<file path="src/rtl/mem_ack_arbiter_if.sv">
// Shared ack-bus handshake between the requesters (master) and the arbiter (slave).
// Requesters raise in_req and in_id. The arbiter answers with ownership and owner-ID broadcasts.
`timescale 1ns/1ps
interface mem_ack_arbiter_if #(
   parameter int N_REQ = 4
);
   logic [N_REQ-1:0]   in_req;
   logic [2*N_REQ-1:0] in_id;
   logic [N_REQ-1:0]   out_owned;
   logic               out_ack_valid;
   logic [1:0]         out_ack_id;
   logic               out_busy;
   logic               out_timeout;

   modport master (
      output in_req,
      output in_id,
      input  out_owned,
      input  out_ack_valid,
      input  out_ack_id,
      input  out_busy,
      input  out_timeout
   );

   modport slave (
      input  in_req,
      input  in_id,
      output out_owned,
      output out_ack_valid,
      output out_ack_id,
      output out_busy,
      output out_timeout
   );
endinterface

</file>
<file path="src/rtl/mem_ack_arbiter.sv">
// Round-robin owner of the shared ack bus. A grant appears 1 cycle after the request is sampled, and every output is registered.
// There is no backpressure. The owner keeps the bus until it drops its request or the hold limit forces a release.
`timescale 1ns/1ps
module mem_ack_arbiter #(
   parameter int N_REQ    = 4,
   parameter int MAX_HOLD = 64,
   parameter int HOLD_W   = 7
) (
   input logic              clk,
   input logic              rst_n,
   mem_ack_arbiter_if.slave bus
);
   localparam int                PTR_W      = (N_REQ > 2) ? 2 : 1;
   localparam bit                TIMEOUT_EN = (MAX_HOLD != 0);
   localparam logic [HOLD_W-1:0] HOLD_LAST  = TIMEOUT_EN ? HOLD_W'(MAX_HOLD - 1) : '0;
   localparam logic [PTR_W-1:0]  LAST_IDX   = PTR_W'(N_REQ - 1);

   typedef enum logic [1:0] {
      IDLE    = 2'd0,
      GRANT   = 2'd1,
      RELEASE = 2'd2
   } state_t;

   state_t             state;
   logic [PTR_W-1:0]   rr_ptr;
   logic [PTR_W-1:0]   owner;
   logic [HOLD_W-1:0]  hold_cnt;
   logic [N_REQ-1:0]   owned_q;
   logic               ack_valid_q;
   logic [1:0]         ack_id_q;
   logic               busy_q;
   logic               timeout_q;

   logic               win_found;
   logic [PTR_W-1:0]   win_idx;
   logic [PTR_W:0]     cand;
   logic               owner_req;
   logic [PTR_W-1:0]   next_ptr;

   // The search walks downward so the last hit is the one closest to rr_ptr.
   always_comb begin
      win_found = 1'b0;
      win_idx   = '0;
      cand      = '0;
      for (int i = N_REQ - 1; i >= 0; i--) begin
         cand = {1'b0, rr_ptr} + (PTR_W+1)'(i);
         if (cand > {1'b0, LAST_IDX}) begin
            cand = cand - (PTR_W+1)'(N_REQ);
         end
         if (bus.in_req[cand[PTR_W-1:0]]) begin
            win_found = 1'b1;
            win_idx   = cand[PTR_W-1:0];
         end
      end
   end

   assign owner_req = bus.in_req[owner];
   assign next_ptr  = (owner == LAST_IDX) ? '0 : owner + PTR_W'(1);

   always_ff @(posedge clk or negedge rst_n) begin
      if (!rst_n) begin
         state       <= IDLE;
         rr_ptr      <= '0;
         owner       <= '0;
         hold_cnt    <= '0;
         owned_q     <= '0;
         ack_valid_q <= 1'b0;
         ack_id_q    <= 2'b00;
         busy_q      <= 1'b0;
         timeout_q   <= 1'b0;
      end else begin
         ack_valid_q <= 1'b0;
         timeout_q   <= 1'b0;
         case (state)
            IDLE: begin
               if (win_found) begin
                  state       <= GRANT;
                  owner       <= win_idx;
                  owned_q     <= N_REQ'(1) << win_idx;
                  ack_id_q    <= bus.in_id[{win_idx, 1'b0} +: 2];
                  ack_valid_q <= 1'b1;
                  busy_q      <= 1'b1;
                  hold_cnt    <= '0;
               end
            end
            GRANT: begin
               // A dropped request wins over an expiring hold, so no timeout pulse is raised.
               if (!owner_req) begin
                  state   <= RELEASE;
                  owned_q <= '0;
               end else if (TIMEOUT_EN && hold_cnt == HOLD_LAST) begin
                  state     <= RELEASE;
                  owned_q   <= '0;
                  timeout_q <= 1'b1;
               end else if (hold_cnt != '1) begin
                  hold_cnt <= hold_cnt + HOLD_W'(1);
               end
            end
            RELEASE: begin
               state    <= IDLE;
               busy_q   <= 1'b0;
               rr_ptr   <= next_ptr;
               hold_cnt <= '0;
            end
            default: begin
               state   <= IDLE;
               owned_q <= '0;
               busy_q  <= 1'b0;
            end
         endcase
      end
   end

   assign bus.out_owned     = owned_q;
   assign bus.out_ack_valid = ack_valid_q;
   assign bus.out_ack_id    = ack_id_q;
   assign bus.out_busy      = busy_q;
   assign bus.out_timeout   = timeout_q;

   a_owned_onehot: assert property (@(posedge clk) disable iff (!rst_n) $onehot0(owned_q));
   a_valid_busy:   assert property (@(posedge clk) disable iff (!rst_n) ack_valid_q |-> busy_q);
endmodule

</file>
<file path="src/flat_wrapper.sv">
// flat-port wrapper written by rule: the top's interface ports become plain ports
module mem_ack_arbiter_flat 
#(
   parameter int N_REQ    = 4,
   parameter int MAX_HOLD = 64,
   parameter int HOLD_W   = 7
)
  (clk, rst_n, bus_in_req, bus_in_id, bus_out_owned, bus_out_ack_valid, bus_out_ack_id, bus_out_busy, bus_out_timeout);
  mem_ack_arbiter_if #(.N_REQ(N_REQ)) bus_i ();
  input logic clk;
  input logic rst_n;
  input wire logic [$bits(bus_i.in_req)-1:0] bus_in_req;
  input wire logic [$bits(bus_i.in_id)-1:0] bus_in_id;
  output wire logic [$bits(bus_i.out_owned)-1:0] bus_out_owned;
  output wire logic [$bits(bus_i.out_ack_valid)-1:0] bus_out_ack_valid;
  output wire logic [$bits(bus_i.out_ack_id)-1:0] bus_out_ack_id;
  output wire logic [$bits(bus_i.out_busy)-1:0] bus_out_busy;
  output wire logic [$bits(bus_i.out_timeout)-1:0] bus_out_timeout;
  assign bus_i.in_req = bus_in_req;
  assign bus_i.in_id = bus_in_id;
  assign bus_out_owned = bus_i.out_owned;
  assign bus_out_ack_valid = bus_i.out_ack_valid;
  assign bus_out_ack_id = bus_i.out_ack_id;
  assign bus_out_busy = bus_i.out_busy;
  assign bus_out_timeout = bus_i.out_timeout;
  mem_ack_arbiter #(.N_REQ(N_REQ), .MAX_HOLD(MAX_HOLD), .HOLD_W(HOLD_W)) u_core (.clk(clk), .rst_n(rst_n), .bus(bus_i));
endmodule
</file>
<file path="config.mk">
export PLATFORM = sky130hd
export DESIGN_NAME = mem_ack_arbiter_flat
export DESIGN_NICKNAME = d
export VERILOG_FILES = /design/src/rtl/mem_ack_arbiter_if.sv /design/src/rtl/mem_ack_arbiter.sv /design/src/flat_wrapper.sv
export SDC_FILE = /design/constraint.sdc
export NUM_CORES = 1
export LEC_CHECK = 0
export ABC_AREA = 1
export CAP_MARGIN = 20
export CORE_UTILIZATION = 40
export CTS_BUF_LIST = sky130_fd_sc_hd__clkbuf_16
export DETAILED_ROUTE_END_ITERATION = 12
export GPL_ROUTABILITY_DRIVEN = 0
export PLACE_DENSITY = 0.66
export SLEW_MARGIN = 20
export SYNTH_ARGS = -nofsm -noshare
export SYNTH_HDL_FRONTEND = slang
export SYNTH_SLANG_ARGS = --single-unit
</file>
<file path="constraint.sdc">
create_clock -name clk -period 1.5 [get_ports clk]
set_input_delay 0.3 -clock clk [delete_from_list [all_inputs] [get_ports clk]]
set_output_delay 0.3 -clock clk [all_outputs]
set_load 0.005 [all_outputs]
</file>
Word level (Yosys, flattened, before mapping)
Cells that the tools add are included.
Widths: inputs -> output; s select.
{ "word_totals": {"output_inout_bits": 9, "wordCells": 91, "latch_bits": 0, "romBits": 0, "input_bits": 14, "mem_count": 0, "mem_bits_rw": 0, "ff_bits": 22} }
{ "op_classes": {"muxes": 43, "mul": 0, "n_reduce_logical": 7, "order_cmp": 9, "bitwise_logic": 2, "n_div": 0, "eq_ne": 10, "shifts": 2, "addsub": 9} }
{ "op_table": {"columns": ["cell", "n"], "rows": [
  ["$mux 7", 4],
  ["$mux 2", 12],
  ["$pmux 7 s3", 1],
  ["$lt 2x3->1 const B", 5],
  ["$mux 1", 15],
  ["$mux 4", 3],
  ["$pmux 4 s3", 1],
  ["$bmux 1 s2", 5],
  ["$gt 3x2->1 const B", 3],
  ["$shiftx 8x4->2", 1],
  ["$sub 2x1->2 const B", 4],
  ["$add 7x1->7 const B", 1],
  ["$eq 7x6->1 const B", 1],
  ["$ne 7x7->1 const B", 1],
  ["$add 2x2->3 const B", 2],
  ["$ne 2x1->1 const B", 3],
  ["$reduce_and 2->1", 3],
  ["$reduce_and 5->1", 1],
  ["$eq 2x2->1 const B", 2],
  ["$pmux 2 s2", 1],
  ["$shl 1x2->4 const A", 1],
  ["$add 2x1->3 const B", 1],
  ["$ne 3x3->1 const B", 1],
  ["$reduce_and 3->1", 1],
  ["other kinds (8)", 9]
]} }

Depth between registers and ports, before layout
{ "depth": {"ltp_word": 12, "mapped_depth": 16, "ltp_nobuf": 15} }

Worst setup path after synthesis
OpenSTA, ideal clock, no wires.
{ "synth_timing": {"kind": "register to register", "start": "reg u_core.rr_ptr[0]", "end": "reg u_core.ack_id_q[0], in the netlist u_core.bus.out_ack_id[0]", "t_arrival_ns": 1.407, "setup_ns": 0.116, "synth_period_minus_slack_ns": 1.523, "required_time_ns": 1.384, "setup_slack_ns": -0.023, "n_path_buf": 1, "stages_incl_launch_ff": 15, "cell_sequence": "dfrtp_1 buf_6 inv_4 nand2_1 nand3_1 nand2_1 o21bai_2 nand2_2 nand2_4 nand2_1 nand2_1 nand2_1 nand2_1 nand2_1 nand2_1"} }
{ "synth_between": {"elab_chain_cells": 10, "word_cells_on_any_way": 33, "classes_between": "add/sub: 7; order compare: 4; shift: 1; mux: 20; reduce/logical: 1"} }
{ "synth_rtl": {"columns": ["item", "line", "source"], "rows": [
  ["start: declaration", "mem_ack_arbiter.sv:25", "logic [PTR_W-1:0] rr_ptr;"],
  ["start signal: assignment", "mem_ack_arbiter.sv:102", "rr_ptr <= next_ptr;"],
  ["$add 2x2->3", "mem_ack_arbiter.sv:46", "cand = {1'b0, rr_ptr} + (PTR_W+1)'(i);"],
  ["$gt 3x2->1 or $sub 2x1->2 (tied branches)", "mem_ack_arbiter.sv:47, mem_ack_arbiter.sv:48", null],
  ["$mux 2", "mem_ack_arbiter.sv:47", "if (cand > {1'b0, LAST_IDX}) begin"],
  ["$bmux 1 s2", "mem_ack_arbiter.sv:50", "if (bus.in_req[cand[PTR_W-1:0]]) begin"],
  ["$mux 1 (not written as such)", "mem_ack_arbiter.sv:50", null],
  ["$mux 2 or $mux 1 (tied branches) (4 in a row)", "mem_ack_arbiter.sv:50", null],
  ["$shiftx 8x4->2 or $reduce_and 2->1 (tied branches)", null, null],
  ["end signal: assignment", "mem_ack_arbiter.sv:80", "ack_id_q <= bus.in_id[{win_idx, 1'b0} +: 2];"],
  ["end: declaration", "mem_ack_arbiter.sv:30", "logic [1:0] ack_id_q;"]
]} }
Several ways; a longest one is shown, not always the timed one. The select of a mux whose other input is x is not followed.
A chain may end at the register's enable or synchronous reset.

Final worst setup path
{ "layout_timing": {"start": "reg u_core.rr_ptr[0]", "end": "reg u_core.hold_cnt[3]"} }
{ "layout_between": {"elab_chain_cells": 11, "word_cells_on_any_way": 29, "classes_between": "add/sub: 7; order compare: 4; eq/ne: 1; mux: 16; reduce/logical: 1"} }
{ "layout_rtl": {"columns": ["item", "line", "source"], "rows": [
  ["$add 2x2->3", "mem_ack_arbiter.sv:46", null],
  ["$gt 3x2->1 or $sub 2x1->2 (tied branches)", "mem_ack_arbiter.sv:47, mem_ack_arbiter.sv:48", null],
  ["$mux 2", "mem_ack_arbiter.sv:47", null],
  ["$bmux 1 s2", "mem_ack_arbiter.sv:50", null],
  ["$mux 1 (not written as such)", "mem_ack_arbiter.sv:50", null],
  ["$mux 1 (3 in a row)", "mem_ack_arbiter.sv:50", null],
  ["$mux 1 *", "mem_ack_arbiter.sv:50", null],
  ["$ne 2x1->1 (no line) *", null, null],
  ["$reduce_and 5->1 (no line) *", null, null],
  ["end signal: assignment", "mem_ack_arbiter.sv:96", "hold_cnt <= hold_cnt + HOLD_W'(1);"],
  ["end: declaration", "mem_ack_arbiter.sv:27", "logic [HOLD_W-1:0] hold_cnt;"]
]} }
Mark *: on every way between the ends. The rest lies on a longest branch, timed or not. The select of a mux whose other input is x is not followed.

==> impl_metrics.env <==
export IMPL_status="complete, but fails checks"
export IMPL_violations="negative setup slack"
export IMPL_cp_top_family="simple AND/OR/NAND/NOR gates"
export IMPL_hold_viol_final=0
export IMPL_synth_area_per_cell_um2=7.37
export IMPL_synth_cell_type_count=27
export IMPL_drc_errors=0
export IMPL_layout_setup_ws_ns=-0.238
export IMPL_dieArea_um2=3530
export IMPL_drt_iter0_drc=34
export IMPL_grt_pass1_wl_mm=5.66
export IMPL_die_w_um=59.4
export IMPL_cp_required_ns=1.64
export IMPL_setup_viol=19
export IMPL_drive_gt1_share_pct=36.6
export IMPL_grt_pass1_vias=1354
export IMPL_timing_slew_headroom_pct=71.4
export IMPL_cts_buffers=3
export IMPL_critPathMaxFanout=8
export IMPL_start_util_pct=42.5
export IMPL_tns_ns=-3.20
export IMPL_die_y_um=59.4
export IMPL_cts_htree_levels=1
export IMPL_antenna_left=0
export IMPL_coreArea_um2=3100
export IMPL_cp_arrival_ns=1.88
export IMPL_cp_buffers_inverters=3
export IMPL_ff_latch_area_um2=552
export IMPL_dpl_hpwl_mm=2.45
export IMPL_critPathKind="reg2reg"
export IMPL_diodes=0
export IMPL_crit_chain="clkinv_4 -> nand2_2 -> nand2_2 -> nand2_2 -> nand2_4 -> nor2_4 -> buf_4 -> nand4_4 -> nand2_4 -> inv_4 -> nand4_1 -> o21ai_1"
export IMPL_multi_input_area_um2=816
export IMPL_place_ws_ns=-0.477
export IMPL_syn_instance_count=179
export IMPL_vias_per_cell=4.84
export IMPL_io_buffers=22
export IMPL_wl_mm=3.47
export IMPL_vias=1365
export IMPL_worst_hold_path_type="in2async"
export IMPL_clk_latency_ns=0.25
export IMPL_num_io_pins=23
export IMPL_cpMaxStageDelayCell="dfrtp_2"
export IMPL_cap_viol_max_count=0
export IMPL_track_usage_pct=21.5
export IMPL_cts_root_buffer="clkbuf_16"
export IMPL_synth_seq_area_share_pct=41.7
export IMPL_whs_ns=0.387
export IMPL_end_kind="flop"
export IMPL_startpoint_type="flop"
export IMPL_clk_pin_slew_worst_paths_ns=0.06
export IMPL_finalClockSkew_ns=0.00661
export IMPL_row_count=20
export IMPL_wl_per_cell_um=12.3
export IMPL_ir_worst_vdd_uv=1680
export IMPL_cellLeakagePower_nw=1.04
export IMPL_p_per_area_nw_per_um2=2310
export IMPL_slew_violations=0
export IMPL_cpMostUsedCell="nand2_2"
export IMPL_drtPass1Iterations=6
export IMPL_fmax_mhz=575
export IMPL_num_fill_cells=255
export IMPL_cts_tree="built"
export IMPL_cts_sink_count=22
export IMPL_overflow=0
export IMPL_fin_crit_ns=1.74
export IMPL_grt_max_degree=23
export IMPL_cts_max_path_buffers=2
export IMPL_syn_to_final_growth_pct=58.3
export IMPL_worst_slew_pin_slew_ns=0.428
export IMPL_syn_nets=195
export IMPL_syn_area_um2=1320
export IMPL_nNetsFinal=255
export IMPL_cp_slowest_stage_delay_ns=0.46
export IMPL_antenna_found_initial=0
export IMPL_min_period_over_period_pct=116
export IMPL_rsz0062_at_grt="yes"
export IMPL_ys_ff_latch=22
export IMPL_ys_warn_count=0
cell families after synthesis:
group,count (synthesis),share of synthesized area [%]
AOI/OAI and AO/OA,24,11.5
xor gates and xnor gates,2,1.33
adders and majority gates,2,1.90
buffers and inverters,23,7.30
DFF,22,41.7
and+or+nand+nor,106,36.3
sequential cells by signal, indices dropped and copies added, names as in the netlist:
signal	count
u_core.hold_cnt	7
u_core.bus.out_owned	4
u_core.bus.out_ack_id	2
u_core.owner	2
u_core.rr_ptr	2
u_core.state	2
u_core.bus.out_ack_valid	1
u_core.bus.out_busy	1
u_core.bus.out_timeout	1
metrics by stage:
stage / instances / area (um^2) / total power, mW / util [%]
after floorplan: 179 / 1330 / 2.49 / -
after global placement: 270 / 1790 / 3.38 / 57.7
after detailed placement: 270 / 1790 / 3.48 / 57.7
after CTS: 280 / 2040 / 4.62 / 65.7
after global routing: 282 / 2090 / 5.19 / 67.3
final: 282 / 2090 / 4.83 / 67.3
report_power, final:
| part | leakage [nW] | internal [mW] | switching, mW |
|---|---|---|---|
| logic | 0.715 | 1.52 | 1.75 |
| registers | 0.284 | 0.800 | 0.185 |
| clock network | 0.0385 | 0.356 | 0.211 |
worst paths after layout:
path / from / end / slack (ns) / cells after the start
worst max-delay path: u_core.rr_ptr[0]$_DFFE_PN0P_ / u_core.hold_cnt[3]$_DFFE_PN0P_ / -0.24 / 12
worst min-delay path: rst_n / u_core.bus.out_timeout$_DFF_PN0_ / 0.39 / 2
worst max register to register: u_core.rr_ptr[0]$_DFFE_PN0P_ / u_core.hold_cnt[3]$_DFFE_PN0P_ / -0.24 / 12
worst min register to register: u_core.hold_cnt[4]$_DFFE_PN0P_ / u_core.hold_cnt[4]$_DFFE_PN0P_ / 0.50 / 1
max in group asynchronous: rst_n / u_core.rr_ptr[0]$_DFFE_PN0P_ / 0.87 / 2
min in group clk: u_core.hold_cnt[4]$_DFFE_PN0P_ / u_core.hold_cnt[4]$_DFFE_PN0P_ / 0.50 / 1
routing by layer:
metal | share of wire (%) | GRT usage (%)
met1 | 43 | 24.0
met2 | 52 | 40.6
met3 | 3.4 | 5.02
met4 | 1.4 | 5.10
met5 | 0 | 0
placed cells by master, fill, tap and decap left out, drive strengths merged:
| cell | count |
|---|---|
| dlymetal6s2s | 2 |
| nor4 | 1 |
| nand3 | 15 |
| nand3b | 2 |
| o31ai | 5 |
| nor3 | 1 |
| nand4 | 3 |
| ha | 2 |
| inv | 21 |
| xor2 | 1 |
| xnor2 | 1 |
| clkdlybuf4s50 | 18 |
| nor2 | 12 |
| o21bai | 1 |
| clkbuf | 3 |
| buf | 34 |
| o211ai | 1 |
| dfrtp | 22 |
| dlygate4sd2 | 2 |
| o21a | 1 |
| a21oi | 6 |
| o21ai | 10 |
| clkinv | 2 |
| nand2 | 72 |
cells in the mapped netlist (all sizes together):
library cell | n | share of area, %
xor2 | 1 | 0.66
nand2 | 72 | 23
o211ai | 1 | 0.57
xnor2 | 1 | 0.66
o21bai | 1 | 0.85
dfrtp | 22 | 42
o21ai | 10 | 4.4
a21oi | 6 | 2.3
nand3 | 15 | 5.7
buf | 1 | 0.85
nand4 | 3 | 1.9
o21a | 1 | 0.57
nor4 | 1 | 0.47
ha | 2 | 1.9
inv | 22 | 6.4
nand3b | 2 | 1.1
nor2 | 12 | 4.0
nor3 | 1 | 0.38
o31ai | 5 | 2.8
area by class of cell:
type,instances,share of cell area (%)
inverters,22,4.31
flip-flops and latches,22,26.4
multi-input cells,134,39.0
clock buffers,3,3.59
well taps,44,2.63
repair buffers,56,23.8
clock inverters,1,0.180
worst reg2reg max path: stages (launching register included):
cell and delay (ns):
dfrtp_2 0.46, clkinv_4 0.12, nand2_2 0.08, nand2_2 0.06, nand2_2 0.10, nand2_4 0.08, nor2_4 0.12, buf_4 0.13
nand4_4 0.11, nand2_4 0.15, inv_4 0.06, nand4_1 0.09, o21ai_1 0.07
timing repair:
action                     4_1_cts  5_1_grt
resized for setup               33       13
pin swaps                       11        4
hold buffers                     0        0
setup endpoints to repair       18       19
setup buffers                    6        2
Note: power is estimated with default switching activity, not from simulation.
